File: config.mk
export PLATFORM = sky130hd
export DESIGN_NAME = rsa_modexp
export DESIGN_NICKNAME = d
export VERILOG_FILES = /design/src/rtl/rsa_modexp.sv
export SDC_FILE = /design/constraint.sdc
export NUM_CORES = 1
export LEC_CHECK = 0
export CORE_MARGIN = 2
export CORE_UTILIZATION = 35
export DETAILED_ROUTE_END_ITERATION = 6
export PLACE_DENSITY_LB_ADDON = 0.08
export SLEW_MARGIN = 10
export SYNTH_ARGS = -nofsm -noshare
export SYNTH_HDL_FRONTEND = slang
export SYNTH_SLANG_ARGS = --single-unit
File: constraint.sdc
create_clock -name clk -period 6.7 [get_ports clk]
set_clock_uncertainty 0.15 [all_clocks]
set_input_delay 2.01 -clock clk [delete_from_list [all_inputs] [get_ports clk]]
set_output_delay 2.01 -clock clk [all_outputs]
set_load 0.005 [all_outputs]
File: src/rtl/rsa_modexp.sv
// ============================================================================
// Module   : rsa_modexp
// Purpose  : Right-to-left binary modular exponentiation, cypher = indata^inExp
//            mod inMod, using two interleaved shift-add modular multipliers.
// Options  : RSA_EARLY_EXIT_EN - finish as soon as the remaining exponent is 0.
// Revision : 1.0  initial release
// ============================================================================
`default_nettype none

module rsa_modexp #(
  parameter int WIDTH     = 32,
  parameter int EXP_WIDTH = 32
) (
  input  logic                 clk,
  input  logic                 reset_n,
  input  logic [WIDTH-1:0]     indata,
  input  logic [EXP_WIDTH-1:0] inExp,
  input  logic [WIDTH-1:0]     inMod,
  input  logic                 ds,
  input  logic                 abort,
  output logic [WIDTH-1:0]     cypher,
  output logic                 ready,
  output logic                 busy,
  output logic                 err
);

  localparam int c_bw = $clog2(WIDTH + 1);
  localparam int c_sw = $clog2(EXP_WIDTH + 1);
  localparam logic [c_bw-1:0] c_bit_last  = c_bw'(WIDTH - 1);
  localparam logic [c_sw-1:0] c_step_last = c_sw'(EXP_WIDTH - 1);

  typedef enum logic [1:0] {
    S_IDLE  = 2'd0,
    S_CHECK = 2'd1,
    S_RUN   = 2'd2,
    S_DONE  = 2'd3
  } state_t;

  state_t r_state, w_next_state;

  logic [WIDTH-1:0]     r_mod, r_base, r_result, r_shift, r_cypher;
  logic [EXP_WIDTH-1:0] r_exp;
  logic [WIDTH+1:0]     r_acc_mul, r_acc_sq;
  logic [c_bw-1:0]      r_bitcnt;
  logic [c_sw-1:0]      r_stepcnt;
  logic                 r_bad, r_err;

  logic                 w_illegal, w_bit, w_step_end, w_run_done, w_exp_zero;
  logic [WIDTH+1:0]     w_mod1, w_mod2, w_sum_mul, w_sum_sq, w_red_mul, w_red_sq;

  // t < 3*m because acc < m and the addend < m, so two trial subtractions suffice
  function automatic logic [WIDTH+1:0] reduce(input logic [WIDTH+1:0] t,
                                              input logic [WIDTH+1:0] m1,
                                              input logic [WIDTH+1:0] m2);
    if (t >= m2)      return t - m2;
    else if (t >= m1) return t - m1;
    else              return t;
  endfunction

  assign w_mod1     = {2'b00, r_mod};
  assign w_mod2     = {1'b0, r_mod, 1'b0};
  assign w_bit      = r_shift[WIDTH-1];
  assign w_sum_mul  = (r_acc_mul << 1) + (w_bit ? {2'b00, r_result} : '0);
  assign w_sum_sq   = (r_acc_sq << 1) + (w_bit ? {2'b00, r_base} : '0);
  assign w_red_mul  = reduce(w_sum_mul, w_mod1, w_mod2);
  assign w_red_sq   = reduce(w_sum_sq, w_mod1, w_mod2);
  assign w_illegal  = (r_mod < WIDTH'(2)) || (r_base >= r_mod);
  assign w_step_end = (r_bitcnt == c_bit_last);
  assign w_exp_zero = (r_exp == '0);

`ifdef RSA_EARLY_EXIT_EN
  assign w_run_done = w_step_end &&
                      ((r_stepcnt == c_step_last) || (r_exp[EXP_WIDTH-1:1] == '0));
`else
  assign w_run_done = w_step_end && (r_stepcnt == c_step_last);
`endif

  always_ff @(posedge clk or negedge reset_n) begin
    if (!reset_n) r_state <= S_IDLE;
    else          r_state <= w_next_state;
  end

  always_comb begin
    w_next_state = r_state;
    case (r_state)
      S_IDLE:  if (ds && !abort) w_next_state = S_CHECK;
      S_CHECK: begin
        if (abort)          w_next_state = S_IDLE;
        else if (w_illegal) w_next_state = S_DONE;
`ifdef RSA_EARLY_EXIT_EN
        else if (w_exp_zero) w_next_state = S_DONE;
`endif
        else                w_next_state = S_RUN;
      end
      S_RUN: begin
        if (abort)           w_next_state = S_IDLE;
        else if (w_run_done) w_next_state = S_DONE;
      end
      S_DONE:  w_next_state = S_IDLE;
      default: w_next_state = S_IDLE;
    endcase
  end

  always_ff @(posedge clk or negedge reset_n) begin
    if (!reset_n) begin
      r_mod     <= '0;
      r_base    <= '0;
      r_exp     <= '0;
      r_result  <= '0;
      r_shift   <= '0;
      r_acc_mul <= '0;
      r_acc_sq  <= '0;
      r_bitcnt  <= '0;
      r_stepcnt <= '0;
      r_bad     <= 1'b0;
      r_cypher  <= '0;
      r_err     <= 1'b0;
    end else if (abort && (r_state != S_IDLE)) begin
      r_cypher <= '0;
      r_err    <= 1'b0;
    end else begin
      case (r_state)
        S_IDLE: begin
          if (ds && !abort) begin
            r_base <= indata;
            r_exp  <= inExp;
            r_mod  <= inMod;
          end
        end
        S_CHECK: begin
          r_bad     <= w_illegal;
          r_result  <= w_illegal ? '0 : WIDTH'(1);
          r_shift   <= r_base;
          r_acc_mul <= '0;
          r_acc_sq  <= '0;
          r_bitcnt  <= '0;
          r_stepcnt <= '0;
        end
        S_RUN: begin
          if (w_step_end) begin
            if (r_exp[0]) r_result <= w_red_mul[WIDTH-1:0];
            r_base    <= w_red_sq[WIDTH-1:0];
            r_shift   <= w_red_sq[WIDTH-1:0];
            r_exp     <= r_exp >> 1;
            r_acc_mul <= '0;
            r_acc_sq  <= '0;
            r_bitcnt  <= '0;
            r_stepcnt <= r_stepcnt + 1'b1;
          end else begin
            r_shift   <= r_shift << 1;
            r_acc_mul <= w_red_mul;
            r_acc_sq  <= w_red_sq;
            r_bitcnt  <= r_bitcnt + 1'b1;
          end
        end
        S_DONE: begin
          r_cypher <= r_result;
          r_err    <= r_bad;
        end
        default: ;
      endcase
    end
  end

  assign cypher = r_cypher;
  assign err    = r_err;
  assign ready  = (r_state == S_IDLE);
  assign busy   = ~ready;

endmodule

`default_nettype wire
==> impl_results.md <==
* Status: completed
* Hold_ws at 0.327 ns
* HP Class: flop to flop
* Slew Limit Fails at 0
* Via count at 23900
* Critical Path AT at 6.65 ns
* IO buf count at 134
* Period utilization at 0.946
* Htree depth at 2
* Most used DFF post-synth: dfrtp_1
* Number of synthesized register bits at 274
* DRT Pass-1 Iters at 6
* # DRC at 0
* Hold buffers post-CTS at 0
* Hold-critical path endpoint: r_exp[4]$_DFFE_PN0P_
* CTS tree: yes
* Cells on worst reg2reg path at 23
* EDFF count, synth at 0
* Initial drt markers at 1780
* Number of CTS-inserted buffers at 37
* RSZ-0062 raised after global routing: no
* Syn_nets at 3281
* Clock latency on the worst-skew pair at 0.57 ns
* Synth unique cells at 88
* Normalized max-slew margin at 0.263
* Maximum fanout along the worst path at 24
* Fmax at 0.158 GHz
* Global routing usage on met2 at 0.487
* Cell taking the most area after synthesis: dfrtp_1
* Worst-margin pin slew at 1.09 ns
* Max clock buf depth at 3
* I/O pins at 135
* Global-route wire length before repair at 152000 um
* Core ar. at 69700 um2
* Clock-pin slew on the worst setup and hold paths at 0.06 ns
* Synth Instances at 2946
* Hold Path Cell Cnt at 2
* Initial antenna violation count at 2
* Final min period at 6.34 ns
* Crit path required time at 7.01 ns
* Die area at 72300 um2
* Routability cong. at 0.958
* Vias/cell at 5.86
* Setup Crit Path Kind: flop to flop
* Number of global-route vias before repair at 23700
* Met3 Use GR at 0.0385
* Detailed-route wire length at 103000 um
* Die H at 269 um
* Fillers at 7144
* Antenna-violating nets left at 0
* Reg2reg end: r_acc_sq[15]$_DFFE_PN0P_
* Gr busiest metal: met2
* Largest net degree at the start of global routing at 111
* Drt wl/cell at 25.2 um
* Final setup viols at 0
* Synth top area share at 0.279
* GR Util All Layers at 0.282
* Total grt overflow at 0
* Cell Area, Synth at 24500 um2
* Area contributors post-synth: dfrtp_1 28%, ha_1 12%, o21ai_0 4.9%
* Hold Vio Cnt, Final at 0
* Maxcap violations at 0
* Reg2reg setup slack at 0.36 ns
* Die W at 269 um
* GR Util met1 at 0.338
* CTS sink cnt at 274
* Layout area overhead at 17.4%
* Initial Utilization at 0.352
* Hpwl dp at 79200 um
* RR Startpoint: r_shift[31]$_DFFE_PN0P_
* Seq/Total Area, Yosys at 0.279
* Yosys warning total at 0
* Share of synthesized flip-flops with an asynchronous set or reset at 1.00
* Final nets at 3446
* Root Buffer: clkbuf_16
* Crit. End Element: flop
* FP Rows at 97
* Synth Area per Inst at 8.33 um2
* Critical Path Source Type: flop
* HP Start: r_exp[4]$_DFFE_PN0P_
* Layout cells sized above 1 at 0.0948
[worst max path at each step]
| stage | to | cells past startpoint | slack [ns] | from |
|---|---|---|---|---|
| floorplan | r_result[4]$_DFFE_PN0P_ | 24 | 0.94 | r_shift[31]$_DFFE_PN0P_ |
| global placement | r_result[29]$_DFFE_PN0P_ | 20 | 0.06 | r_shift[31]$_DFFE_PN0P_ |
| detailed placement | r_base[31]$_DFFE_PN0P_ | 24 | -0.001 | r_shift[31]$_DFFE_PN0P_ |
| CTS | r_base[31]$_DFFE_PN0P_ | 24 | 0.13 | r_shift[31]$_DFFE_PN0P_ |
| global route | r_result[12]$_DFFE_PN0P_ | 21 | 0.04 | r_shift[31]$_DFFE_PN0P_ |
| finish | r_acc_sq[15]$_DFFE_PN0P_ | 23 | 0.36 | r_shift[31]$_DFFE_PN0P_ |
[cells by family (layout without fill, tap and decap cells)]
family          Yosys count  count (layout)  share of synthesized area
mux                     153             153                     0.0651
fa+ha+maj               235             235                      0.122
compound gates          962             962                      0.259
xor+xnor                152             152                     0.0542
buf+inv                 235             423                     0.0373
simple gates            935             935                      0.183
other cells               0               3                          0
flops                   274             274                      0.279
[layer usage]
metal / vias up / wire length (um)
li1: 11300 / -
met1: 11700 / 42100
met5: - / 0
met4: 0 / 6300
met2: 673 / 49600
met3: 222 / 4600
[registers in the layout, indices dropped and copies added (netlist names)]
register	cells
r_stepcnt	6
r_acc_mul	33
r_result	32
r_acc_sq	33
r_bad	1
r_mod	32
cypher	32
r_base	32
r_bitcnt	6
r_shift	32
err	1
r_exp	32
r_state	2
[cell usage after synthesis (all sizes together) (8+ instances only)]
cell type  number
buf            32
inv            97
nor4           21
o21ai         242
or3            17
a311oi          8
clkbuf        106
a31o           15
a211oi         49
and3           51
a21o           77
a211o           9
o22ai          14
a32o           34
a2111oi         9
o21bai         22
a221oi         16
and2           75
a31oi          30
nor2          210
a22o           15
mux2i         101
or2             9
o21a           26
xor2           62
nand4          39
nand2b         28
nand3          64
nor2b          25
a21boi          8
a21oi         236
nand2         307
dfrtp         274
and4           10
ha            229
nor3           57
mux2           52
xnor2          90
a221o          11
o31ai          37
o211ai         39
[cells in the final DEF (no fill, tap or decap), types with 62 or more instances in the layout]
master | netlist | routed
a21oi_1 | 235 | 234
nand2_1 | 307 | 305
mux2i_1 | 101 | 101
buf_4 | 2 | 121
inv_1 | 97 | 96
ha_1 | 229 | 227
xnor2_1 | 90 | 89
xor2_1 | 62 | 62
dfrtp_1 | 274 | 273
clkdlybuf4s50_1 | 0 | 133
and2_1 | 74 | 73
nor2_1 | 209 | 208
nand3_1 | 63 | 63
o21ai_0 | 238 | 237
a21o_1 | 77 | 77
[critical path, stage by stage, from the launching register on]
cell and delay, ns:
dfrtp_2 0.50, buf_4 0.21, and2_1 0.15, ha_1 0.37, a21oi_1 0.29, a21boi_0 0.17, a31oi_1 0.26, o21ai_0 0.13
buf_4 0.17, a221oi_1 0.55, o21bai_1 0.14, xor2_1 0.35, ha_1 0.21, nand2_1 0.07, or4_1 0.52, or4_1 0.40
o21ai_0 0.19, a211o_1 0.17, a21oi_2 0.06, nand2_1 0.25, buf_12 0.22, buf_4 0.26, o21ai_0 0.16, o31ai_1 0.25
[metrics by stage]
step,area [um2],std cells,setup TNS [ns],setup WS [ns],utilization
after floorplan,24500,2946,0,0.944,-
after global placement,27600,4009,0,0.0573,0.396
after detailed placement,27600,4009,-0.00113,-0.00113,0.396
after CTS,28800,4071,0,0.132,0.413
after global routing,28800,4074,0,0.0441,0.413
final,28800,4077,0,0.359,0.413
[layout make-up]
class / instances / area [um2] / share of cell area
clock inverter: 13 / 113 / 0.00391
tap: 940 / 1180 / 0.0408
timing repair buffer: 264 / 2410 / 0.0838
inverter: 97 / 364 / 0.0126
multi-input combinational: 2437 / 16800 / 0.584
sequential: 274 / 6860 / 0.238
antenna: 3 / 7.51 / 0.000261
clock buffer: 49 / 1040 / 0.0361
[what timing repair did]
action	CTS	global route
endpoints found under the setup margin	1	157
pin swaps	0	1
endpoints found under the hold margin	0	0
gates resized for setup	1	8
buffers inserted	0	3
Power is not shown: default switching activity piles up to over one toggle a cycle in this logic, so the estimate is an artifact.
